--- src/rtl/sks1s2_unpack.sv ---
// MLDSA s1/s2 secret-key unpacker: 3-bit packed fields from keymem -> Z_q coefficients,
// eight per cycle split across two coefficient-memory write ports.
package sks1s2_unpack_pkg;
   localparam int unsigned MEM_AW = 15;

   typedef logic [MEM_AW-1:0] mem_addr_t;

   typedef enum logic [1:0] {
      RW_IDLE  = 2'b00,
      RW_READ  = 2'b01,
      RW_WRITE = 2'b10
   } mem_rw_e;

   typedef struct packed {
      mem_rw_e   rd_wr_en;
      mem_addr_t addr;
   } mem_if_t;
endpackage

module sks1s2_unpack
   import sks1s2_unpack_pkg::*;
#(
   parameter int unsigned MEM_ADDR_WIDTH = 15,
   parameter int unsigned MLDSA_Q        = 8380417,
   parameter int unsigned MLDSA_L        = 7,
   parameter int unsigned MLDSA_K        = 8,
   parameter int unsigned MLDSA_N        = 256,
   parameter int unsigned REG_SIZE       = 24,
   parameter int unsigned AHB_DATA_WIDTH = 32
) (
   input  logic                           clk,
   input  logic                           reset,
   input  logic                           zeroize,
   input  logic                           unpack_enable,
   input  logic [MEM_ADDR_WIDTH-1:0]      src_base_addr,
   input  logic [MEM_ADDR_WIDTH-1:0]      dest_base_addr,
   output mem_if_t                        keymem_rd_req,
   input  logic [AHB_DATA_WIDTH-1:0]      keymem_rd_data,
   output mem_if_t                        mem_a_wr_req,
   output mem_if_t                        mem_b_wr_req,
   output logic [3:0][REG_SIZE-1:0]       mem_a_wr_data,
   output logic [3:0][REG_SIZE-1:0]       mem_b_wr_data,
   output logic                           unpack_done,
   output logic                           unpack_error
);

   localparam int unsigned NUM_GROUPS = (MLDSA_K + MLDSA_L) * MLDSA_N * 3 / 96;
   localparam int unsigned NUM_SLICES = 4 * NUM_GROUPS;
   localparam int unsigned CNT_W      = $clog2(NUM_SLICES + 1);

   localparam logic [REG_SIZE-1:0] Q_M1 = REG_SIZE'(MLDSA_Q - 1);
   localparam logic [REG_SIZE-1:0] Q_M2 = REG_SIZE'(MLDSA_Q - 2);

   localparam logic [2:0] ST_IDLE    = 3'd0;
   localparam logic [2:0] ST_FETCH   = 3'd1;
   localparam logic [2:0] ST_CAPTURE = 3'd2;
   localparam logic [2:0] ST_WRITE   = 3'd3;
   localparam logic [2:0] ST_DONE    = 3'd4;

   logic [2:0]                  state;
   logic [1:0]                  fetch_idx;
   logic [CNT_W-1:0]            word_cnt;
   logic [CNT_W-1:0]            slice_cnt;
   logic                        rd_valid;
   logic [1:0]                  rd_idx;
   logic [95:0]                 buffer;
   logic [MEM_ADDR_WIDTH-1:0]   src_q;
   logic [MEM_ADDR_WIDTH-1:0]   dest_q;

   logic [23:0]                 slice;
   logic [7:0][2:0]             fields;
   logic [7:0][REG_SIZE-1:0]    coeffs;
   logic                        slice_bad;
   logic [MEM_ADDR_WIDTH-1:0]   wr_addr_a;
   logic [MEM_ADDR_WIDTH-1:0]   wr_addr_b;

   always_comb begin
      case (slice_cnt[1:0])
         2'd0:    slice = buffer[23:0];
         2'd1:    slice = buffer[47:24];
         2'd2:    slice = buffer[71:48];
         default: slice = buffer[95:72];
      endcase
   end

   // Field 2 encodes zero; 0/1 are positive and 3/4 wrap to q-1/q-2.
   always_comb begin
      fields    = slice;
      coeffs    = '0;
      slice_bad = 1'b0;
      for (int unsigned i = 0; i < 8; i++) begin
         case (fields[i])
            3'd0:    coeffs[i] = REG_SIZE'(2);
            3'd1:    coeffs[i] = REG_SIZE'(1);
            3'd2:    coeffs[i] = '0;
            3'd3:    coeffs[i] = Q_M1;
            3'd4:    coeffs[i] = Q_M2;
            default: slice_bad = 1'b1;
         endcase
      end
   end

   always_comb begin
      wr_addr_a = dest_q + MEM_ADDR_WIDTH'({slice_cnt, 1'b0});
      wr_addr_b = wr_addr_a + MEM_ADDR_WIDTH'(1);
   end

   // Read request is combinational so data lands one cycle later, during the next state.
   always_comb begin
      keymem_rd_req.rd_wr_en = RW_IDLE;
      keymem_rd_req.addr     = '0;
      if (state == ST_FETCH) begin
         keymem_rd_req.rd_wr_en = RW_READ;
         keymem_rd_req.addr     = mem_addr_t'(src_q + MEM_ADDR_WIDTH'(word_cnt));
      end
   end

   always_ff @(posedge clk or posedge reset) begin
      if (reset) begin
         state         <= ST_IDLE;
         fetch_idx     <= '0;
         word_cnt      <= '0;
         slice_cnt     <= '0;
         rd_valid      <= 1'b0;
         rd_idx        <= '0;
         buffer        <= '0;
         src_q         <= '0;
         dest_q        <= '0;
         mem_a_wr_req  <= '{rd_wr_en: RW_IDLE, addr: '0};
         mem_b_wr_req  <= '{rd_wr_en: RW_IDLE, addr: '0};
         mem_a_wr_data <= '0;
         mem_b_wr_data <= '0;
         unpack_done   <= 1'b0;
         unpack_error  <= 1'b0;
      end else if (zeroize) begin
         state         <= ST_IDLE;
         fetch_idx     <= '0;
         word_cnt      <= '0;
         slice_cnt     <= '0;
         rd_valid      <= 1'b0;
         rd_idx        <= '0;
         buffer        <= '0;
         src_q         <= '0;
         dest_q        <= '0;
         mem_a_wr_req  <= '{rd_wr_en: RW_IDLE, addr: '0};
         mem_b_wr_req  <= '{rd_wr_en: RW_IDLE, addr: '0};
         mem_a_wr_data <= '0;
         mem_b_wr_data <= '0;
         unpack_done   <= 1'b0;
         unpack_error  <= 1'b0;
      end else begin
         unpack_done   <= 1'b0;
         unpack_error  <= 1'b0;
         mem_a_wr_req  <= '{rd_wr_en: RW_IDLE, addr: '0};
         mem_b_wr_req  <= '{rd_wr_en: RW_IDLE, addr: '0};
         mem_a_wr_data <= '0;
         mem_b_wr_data <= '0;
         rd_valid      <= (state == ST_FETCH);
         rd_idx        <= fetch_idx;

         if (rd_valid) begin
            case (rd_idx)
               2'd0:    buffer[31:0]  <= keymem_rd_data[31:0];
               2'd1:    buffer[63:32] <= keymem_rd_data[31:0];
               default: buffer[95:64] <= keymem_rd_data[31:0];
            endcase
         end

         case (state)
            ST_IDLE: begin
               if (unpack_enable) begin
                  state     <= ST_FETCH;
                  src_q     <= src_base_addr;
                  dest_q    <= dest_base_addr;
                  fetch_idx <= '0;
               end
            end
            ST_FETCH: begin
               word_cnt <= word_cnt + CNT_W'(1);
               if (fetch_idx == 2'd2) begin
                  fetch_idx <= '0;
                  state     <= ST_CAPTURE;
               end else begin
                  fetch_idx <= fetch_idx + 2'd1;
               end
            end
            ST_CAPTURE: state <= ST_WRITE;
            ST_WRITE: begin
               if (slice_bad) begin
                  unpack_error <= 1'b1;
                  state        <= ST_IDLE;
                  word_cnt     <= '0;
                  slice_cnt    <= '0;
                  fetch_idx    <= '0;
               end else begin
                  mem_a_wr_req  <= '{rd_wr_en: RW_WRITE, addr: mem_addr_t'(wr_addr_a)};
                  mem_b_wr_req  <= '{rd_wr_en: RW_WRITE, addr: mem_addr_t'(wr_addr_b)};
                  mem_a_wr_data <= coeffs[3:0];
                  mem_b_wr_data <= coeffs[7:4];
                  slice_cnt     <= slice_cnt + CNT_W'(1);
                  if (slice_cnt[1:0] == 2'd3) begin
                     state <= (slice_cnt == CNT_W'(NUM_SLICES - 1)) ? ST_DONE : ST_FETCH;
                  end
               end
            end
            ST_DONE: begin
               unpack_done <= 1'b1;
               state       <= ST_IDLE;
               word_cnt    <= '0;
               slice_cnt   <= '0;
            end
            default: state <= ST_IDLE;
         endcase
      end
   end

endmodule

--- config.mk ---
export PLATFORM = sky130hd
export DESIGN_NAME = sks1s2_unpack
export DESIGN_NICKNAME = d
export VERILOG_FILES = /design/src/rtl/sks1s2_unpack.sv
export SDC_FILE = /design/constraint.sdc
export NUM_CORES = 1
export LEC_CHECK = 0
export ABC_AREA = 1
export CAP_MARGIN = 5
export CORE_MARGIN = 4
export CORE_UTILIZATION = 46
export DETAILED_ROUTE_END_ITERATION = 10
export GPL_ROUTABILITY_DRIVEN = 1
export HOLD_SLACK_MARGIN = 0.12
export PLACE_DENSITY = 0.75
export SLEW_MARGIN = 20
export SYNTH_ARGS = -nofsm -noshare
export SYNTH_HDL_FRONTEND = slang
export SYNTH_SLANG_ARGS = --single-unit
--- constraint.sdc ---
create_clock -name clk -period 9.14 [get_ports clk]
set_input_delay 1.371 -clock clk [delete_from_list [all_inputs] [get_ports clk]]
set_output_delay 1.371 -clock clk [all_outputs]
set_load 0.03 [all_outputs]
==> metrics.yaml, run 1 <==
run_status:
  status: "complete, no violations"
pwr:
  ir_drop_mv: 0.116
  cellPowerDensity_nw_per_um2: 189
  power.leakage_nw: 7.34
grt:
  grt_pass1_wl_mm: 49.9
  grt_overflow: 0
  grt_max_degree: 155
  antenna_found_initial: 0
  grt_usage: 0.208
  grt_pass1_vias: 9630
timing:
  slew_viol_final: 0
  fin_crit_ns: 4.59
  rsz0062_at_grt: "false"
  tns_ns: 0
  hold_viol_final: 0
  tightestPinTransition_ns: 0.969
  maxSlewHeadroom: 0.352
  fmax_mhz: 218
  period_share: 0.502
  setup_viol: 0
  skew_ns: 0.0192
drt:
  firstDrtPassIters: 5
  ant_nets: 0
  wl_mm: 32.1
  drt-initial-drc-count: 821
  route.vias.total: 10200
  via_per_inst: 5.08
  wire_per_inst_um: 16.0
  drc_errors: 0
cts:
  clkSinkCount: 225
  cts_tree: "done"
  ctsHoldBuffers: 0
  clk_latency_ns: 0.53
  cts_root_buf: "clkbuf_16"
  cts_post_setup_buffers_inserted: 0
  numCtsBuffers: 25
  cts_buffer_depth: 3
  path_clk_slew_ns: 0.06
  ctsResizeCount: 0
  htree_levels: 1
die:
  fp-row-count: 59
  core_um2: 26400
  io_pins: 311
  dieArea_um2: 29700
  start_util: 0.472
  die_w_um: 172
  dieHeight_um: 172
cells_and_area:
  final_cell_mix: "nand2_1, clkdlybuf4s50_1, dfrtp_1"
  area_delta_synth_final_pct: 24.3
  n_antenna_cell: 0
  final_common_cell: "nand2_1"
  final_util: 0.587
  final_cells: 2009
  nNetsFinal: 1749
  seqCellArea_um2: 5630
  multi_input_area_um2: 4680
  drive_above_1_share: 0.0806
  fillers: 2333
logic_synthesis:
  synth_edf_count: 0
  ys_seq_elements: 225
  yosysUniqueCellTypes: 41
  yosysTopAreaCellShare: 0.453
  synth_ff_type: "dfrtp_1"
  synthCells: 1516
  synth_largest_area_cell: "dfrtp_1"
  synth.avg_cell_area_um2: 8.21
  synthTopCellsByArea: "dfrtp_1, buf_4, nand2_1"
  syn_area_um2: 12400
  async_reset_ff_frac: 1.00
  yosys_warnings: 0
  ys_seq_area_frac: 0.453
setup_path:
  cp_max_fo: 14
  critPathKind: "register to output pin"
  end_kind: "output pin"
  crit_required_ns: 7.77
  start_kind: "register"
  cp_data_arrival_time_ns: 3.22
placement:
  place_inst: 1965
  dp_hpwl_mm: 23.4
  gp_congestion: 0.896
  port_buffers: 299
run:
  max_cap_viol_count: 0
worst_hold_path:
  hp-class: "register to register"
## layout make-up
cell class                      count  share of cell area
Sequential cell                   225               0.364
Clock inverter                     10              0.0117
Multi-Input combinational cell    895               0.303
Tap cell                          335              0.0271
Clock buffer                       34              0.0465
Timing Repair Buffer              307               0.197
Inverter                          203              0.0503
## per-layer routing
layer	global-route usage	up-vias	routed length [um]
met2	0.357	366	15600
met1	0.272	4878	13400
li1	-	4916	-
met4	0.0567	0	665
met3	0.0382	39	2350
met5	0	-	0
## worst paths after layout
check | startpoint | end | slack (ns) | cells past startpoint
max reg2reg | slice_cnt[1]$_DFFE_PP0P_ | mem_a_wr_data[45]$_DFF_PP0_ | 4.73 | 13
min | fetch_idx[1]$_DFFE_PP0P_ | fetch_idx[1]$_DFFE_PP0P_ | 0.48 | 2
max in group asynchronous | reset | src_q[10]$_DFFE_PP0P_ | 6.26 | 3
min reg2reg | fetch_idx[1]$_DFFE_PP0P_ | fetch_idx[1]$_DFFE_PP0P_ | 0.48 | 2
max | state[0]$_DFFE_PP0P_ | keymem_rd_req[12] | 4.55 | 7
min in group asynchronous | reset | mem_a_wr_data[45]$_DFF_PP0_ | 1.41 | 2
## report_power, final
| part | internal (mW) | total [mW] | switching (mW) | leakage [nW] |
|---|---|---|---|---|
| combinational | 0.236 | 0.682 | 0.446 | 3.88 |
| sequential | 1.09 | 1.15 | 0.0649 | 3.02 |
| clock | 0.690 | 1.09 | 0.401 | 0.442 |
## cell usage after synthesis, types with 3 or more instances
library cell	instances
mux2_2	55
nand2_1	305
ha_1	24
buf_1	3
nand4_1	16
nor2_1	154
inv_2	3
inv_1	198
buf_2	12
dfrtp_1	225
buf_6	6
o22ai_1	6
o21ai_1	18
o22ai_2	4
nand3_1	69
xor2_1	11
o21ai_0	126
nor3_1	18
buf_4	158
or2_2	5
nor2_2	5
a21oi_1	39
nor3b_2	6
nor3_2	4
clkbuf_1	24
## stage by stage
stage / cell area (um^2) / total power [mW] / hold slack (ns) / worst slack, ns
global placement: 14600 / 1.83 / 0.456 / 4.68
detailed placement: 14600 / 1.85 / 0.471 / 4.52
global route: 15500 / 3.08 / 0.520 / 4.29
floorplan: 12500 / 1.63 / 0.442 / 1.61
finish: 15500 / 2.93 / 0.480 / 4.55
CTS: 15500 / 2.94 / 0.483 / 4.55
## worst max-delay path, stage by stage (launching register included)
cell and delay [ns]:
dfrtp_1 0.39, inv_1 0.08, nor2_1 0.09, inv_1 0.07, nor2_1 0.73, inv_1 0.32, a211oi_1 0.30, clkdlybuf4s50_1 0.71
## logic make-up after synthesis
kind of cell	after synthesis	share of synthesized area
multiplexers	55	0.0498
AND/OR/NAND/NOR	589	0.200
AO/OA/AOI/OAI	201	0.0857
other	1	0.000301
flip-flops	225	0.453
buffers and inverters	406	0.175
XOR/XNOR	13	0.00915
adder cells (fa/ha/maj)	26	0.0274
## sequential cells by signal, indices dropped and copies added, names as in the netlist
name / cells
buffer: 96
dest_q: 15
fetch_idx: 2
mem_a_wr_data: 20
mem_a_wr_req: 15
mem_b_wr_data: 20
mem_b_wr_req: 16
rd_idx: 2
rd_valid: 1
slice_cnt: 9
src_q: 15
state: 3
unpack_done: 1
unpack_error: 1
word_cnt: 9
No activity file was read; power rests on OpenSTA's default activity.
==> inputs of run 2 (changes only) <==
==> constraint.sdc (replaced) <==
create_clock -name clk -period 4.6 [get_ports clk]
set_input_delay 0.69 -clock clk [delete_from_list [all_inputs] [get_ports clk]]
set_output_delay 0.69 -clock clk [all_outputs]
set_load 0.03 [all_outputs]
==> metrics.yaml, run 2 (same netlist as run 1, synthesis figures left out) <==
grt:
  use_met1: 0.290
  grt_util_met3: 0.0279
  antenna_found_initial: 0
  grt_usage: 0.212
  grt_overflow: 0
  grt_pass1_wl_mm: 50.7
  grt_pass1_vias: 9720
  grt_max_degree: 129
  top_usage_layer: "met2"
  grt_use_met2: 0.355
cells_and_area:
  drive_above_1_share: 0.0805
  final_cell_mix: "nand2_1, clkdlybuf4s50_1, dfrtp_1"
  final_common_cell: "nand2_1"
  nNetsFinal: 1751
  largest_register_ffs: 96
  final_cells: 2012
  n_antenna_cell: 0
  top_register: "buffer"
  area_delta_synth_final_pct: 23.8
  reg.largest.list: "buffer: 96 flops, mem_a_wr_data: 20 flops, mem_b_wr_data: 20 flops"
drt:
  firstDrtPassIters: 5
  drc_errors: 0
  wire_per_inst_um: 16.1
  drt-initial-drc-count: 1017
  via_per_inst: 5.08
  route.vias.total: 10200
  wl_mm: 32.5
  ant_nets: 0
die:
  dieHeight_um: 172
  dieArea_um2: 29700
  start_util: 0.472
  die_w_um: 172
  fp-row-count: 59
  core_um2: 26400
  io_pins: 311
placement:
  port_buffers: 299
  place_inst: 1968
  gp_congestion: 0.880
  dp_hpwl_mm: 24.2
run_status:
  status: "complete, no violations"
setup_path:
  ff2ff_path_depth: 12
  start_kind: "register"
  cp_max_fo: 7
  r2r_slack_ns: 0.98
  end_kind: "output pin"
  cp_data_arrival_time_ns: 3.21
  crit_required_ns: 3.91
  critPathKind: "register to output pin"
cts:
  cts_root_buf: "clkbuf_16"
  cts_tree: "done"
  ctsResizeCount: 0
  htree_levels: 1
  clkSinkCount: 225
  cts_buffer_depth: 3
  numCtsBuffers: 24
  clk_latency_ns: 0.53
  ctsHoldBuffers: 0
  path_clk_slew_ns: 0.07
  cts_post_setup_buffers_inserted: 0
worst_hold_path:
  hp-class: "register to register"
  hold_depth: 2
timing:
  holdWs_ns: 0.507
  setup_viol: 0
  maxSlewHeadroom: 0.415
  fmax_mhz: 256
  tightestPinTransition_ns: 0.878
  rsz0062_at_grt: "false"
  slew_viol_final: 0
  hold_viol_final: 0
  period_share: 0.848
  fin_crit_ns: 3.90
  skew_ns: 0.0301
  tns_ns: 0
run:
  max_cap_viol_count: 0
pwr:
  power.leakage_nw: 7.31
  ir_drop_mv: 0.201
  cellPowerDensity_nw_per_um2: 366
## run 2: cell types whose count changed in the layout (fill, tap and decap cells not counted), moves of 2 or more
cell       delta
buf_12        +2
bufinv_16     -2
clkbuf_1      +3
clkbuf_8      -4
clkinv_2      +3
## run 2: cell type report
class / count / area [um^2]
Fill cell: 2311 / 11000
Sequential cell: 225 / 5630
Multi-Input combinational cell: 895 / 4680
Timing Repair Buffer: 310 / 3100
Inverter: 203 / 768
Clock buffer: 32 / 651
Tap cell: 335 / 419
Clock inverter: 12 / 153
## run 2: per-stage QoR
step,cell area [um^2],setup WS [ns],util,power (mW)
2_1_floorplan,12500,0.972,-,3.24
5_1_grt,15400,0.455,0.584,5.92
6_report,15400,0.699,0.584,5.63
4_1_cts,15400,0.721,0.584,5.65
3_3_place_gp,14600,1.14,0.554,3.66
3_5_place_dp,14600,1.01,0.554,3.69
## run 2: worst paths after layout
check                                              end                     start
min                           fetch_idx[0]$_DFFE_PP0P_  fetch_idx[0]$_DFFE_PP0P_
min in group asynchronous  mem_a_wr_data[25]$_DFF_PP0_                     reset
max in group asynchronous     slice_cnt[8]$_DFFE_PP0P_                     reset
max                                  keymem_rd_req[11]   word_cnt[2]$_DFFE_PP0P_
min reg2reg                   fetch_idx[0]$_DFFE_PP0P_  fetch_idx[0]$_DFFE_PP0P_
max reg2reg                mem_a_wr_data[21]$_DFF_PP0_  slice_cnt[1]$_DFFE_PP0P_
## run 2: report_power, final
| group | switching, mW | internal [mW] |
|---|---|---|
| clock network | 0.797 | 1.17 |
| logic | 0.886 | 0.479 |
| registers | 0.138 | 2.16 |
## run 2: layer usage
| layer | part of all wire | routed length [um] | up-vias |
|---|---|---|---|
| li1 | - | - | 4915 |
| met1 | 0.43 | 13900 | 4813 |
| met2 | 0.47 | 15400 | 428 |
| met3 | 0.075 | 2420 | 65 |
| met4 | 0.025 | 796 | 0 |
| met5 | 0 | 0 | - |
## run 2: worst max-delay path: stages (launching register included)
cell	delay [ns]
dfrtp_1	0.44
ha_1	0.42
nand4_1	0.14
o311ai_0	0.58
nor2b_1	0.25
nor2_1	0.06
nor2_1	0.12
clkdlybuf4s50_1	0.68
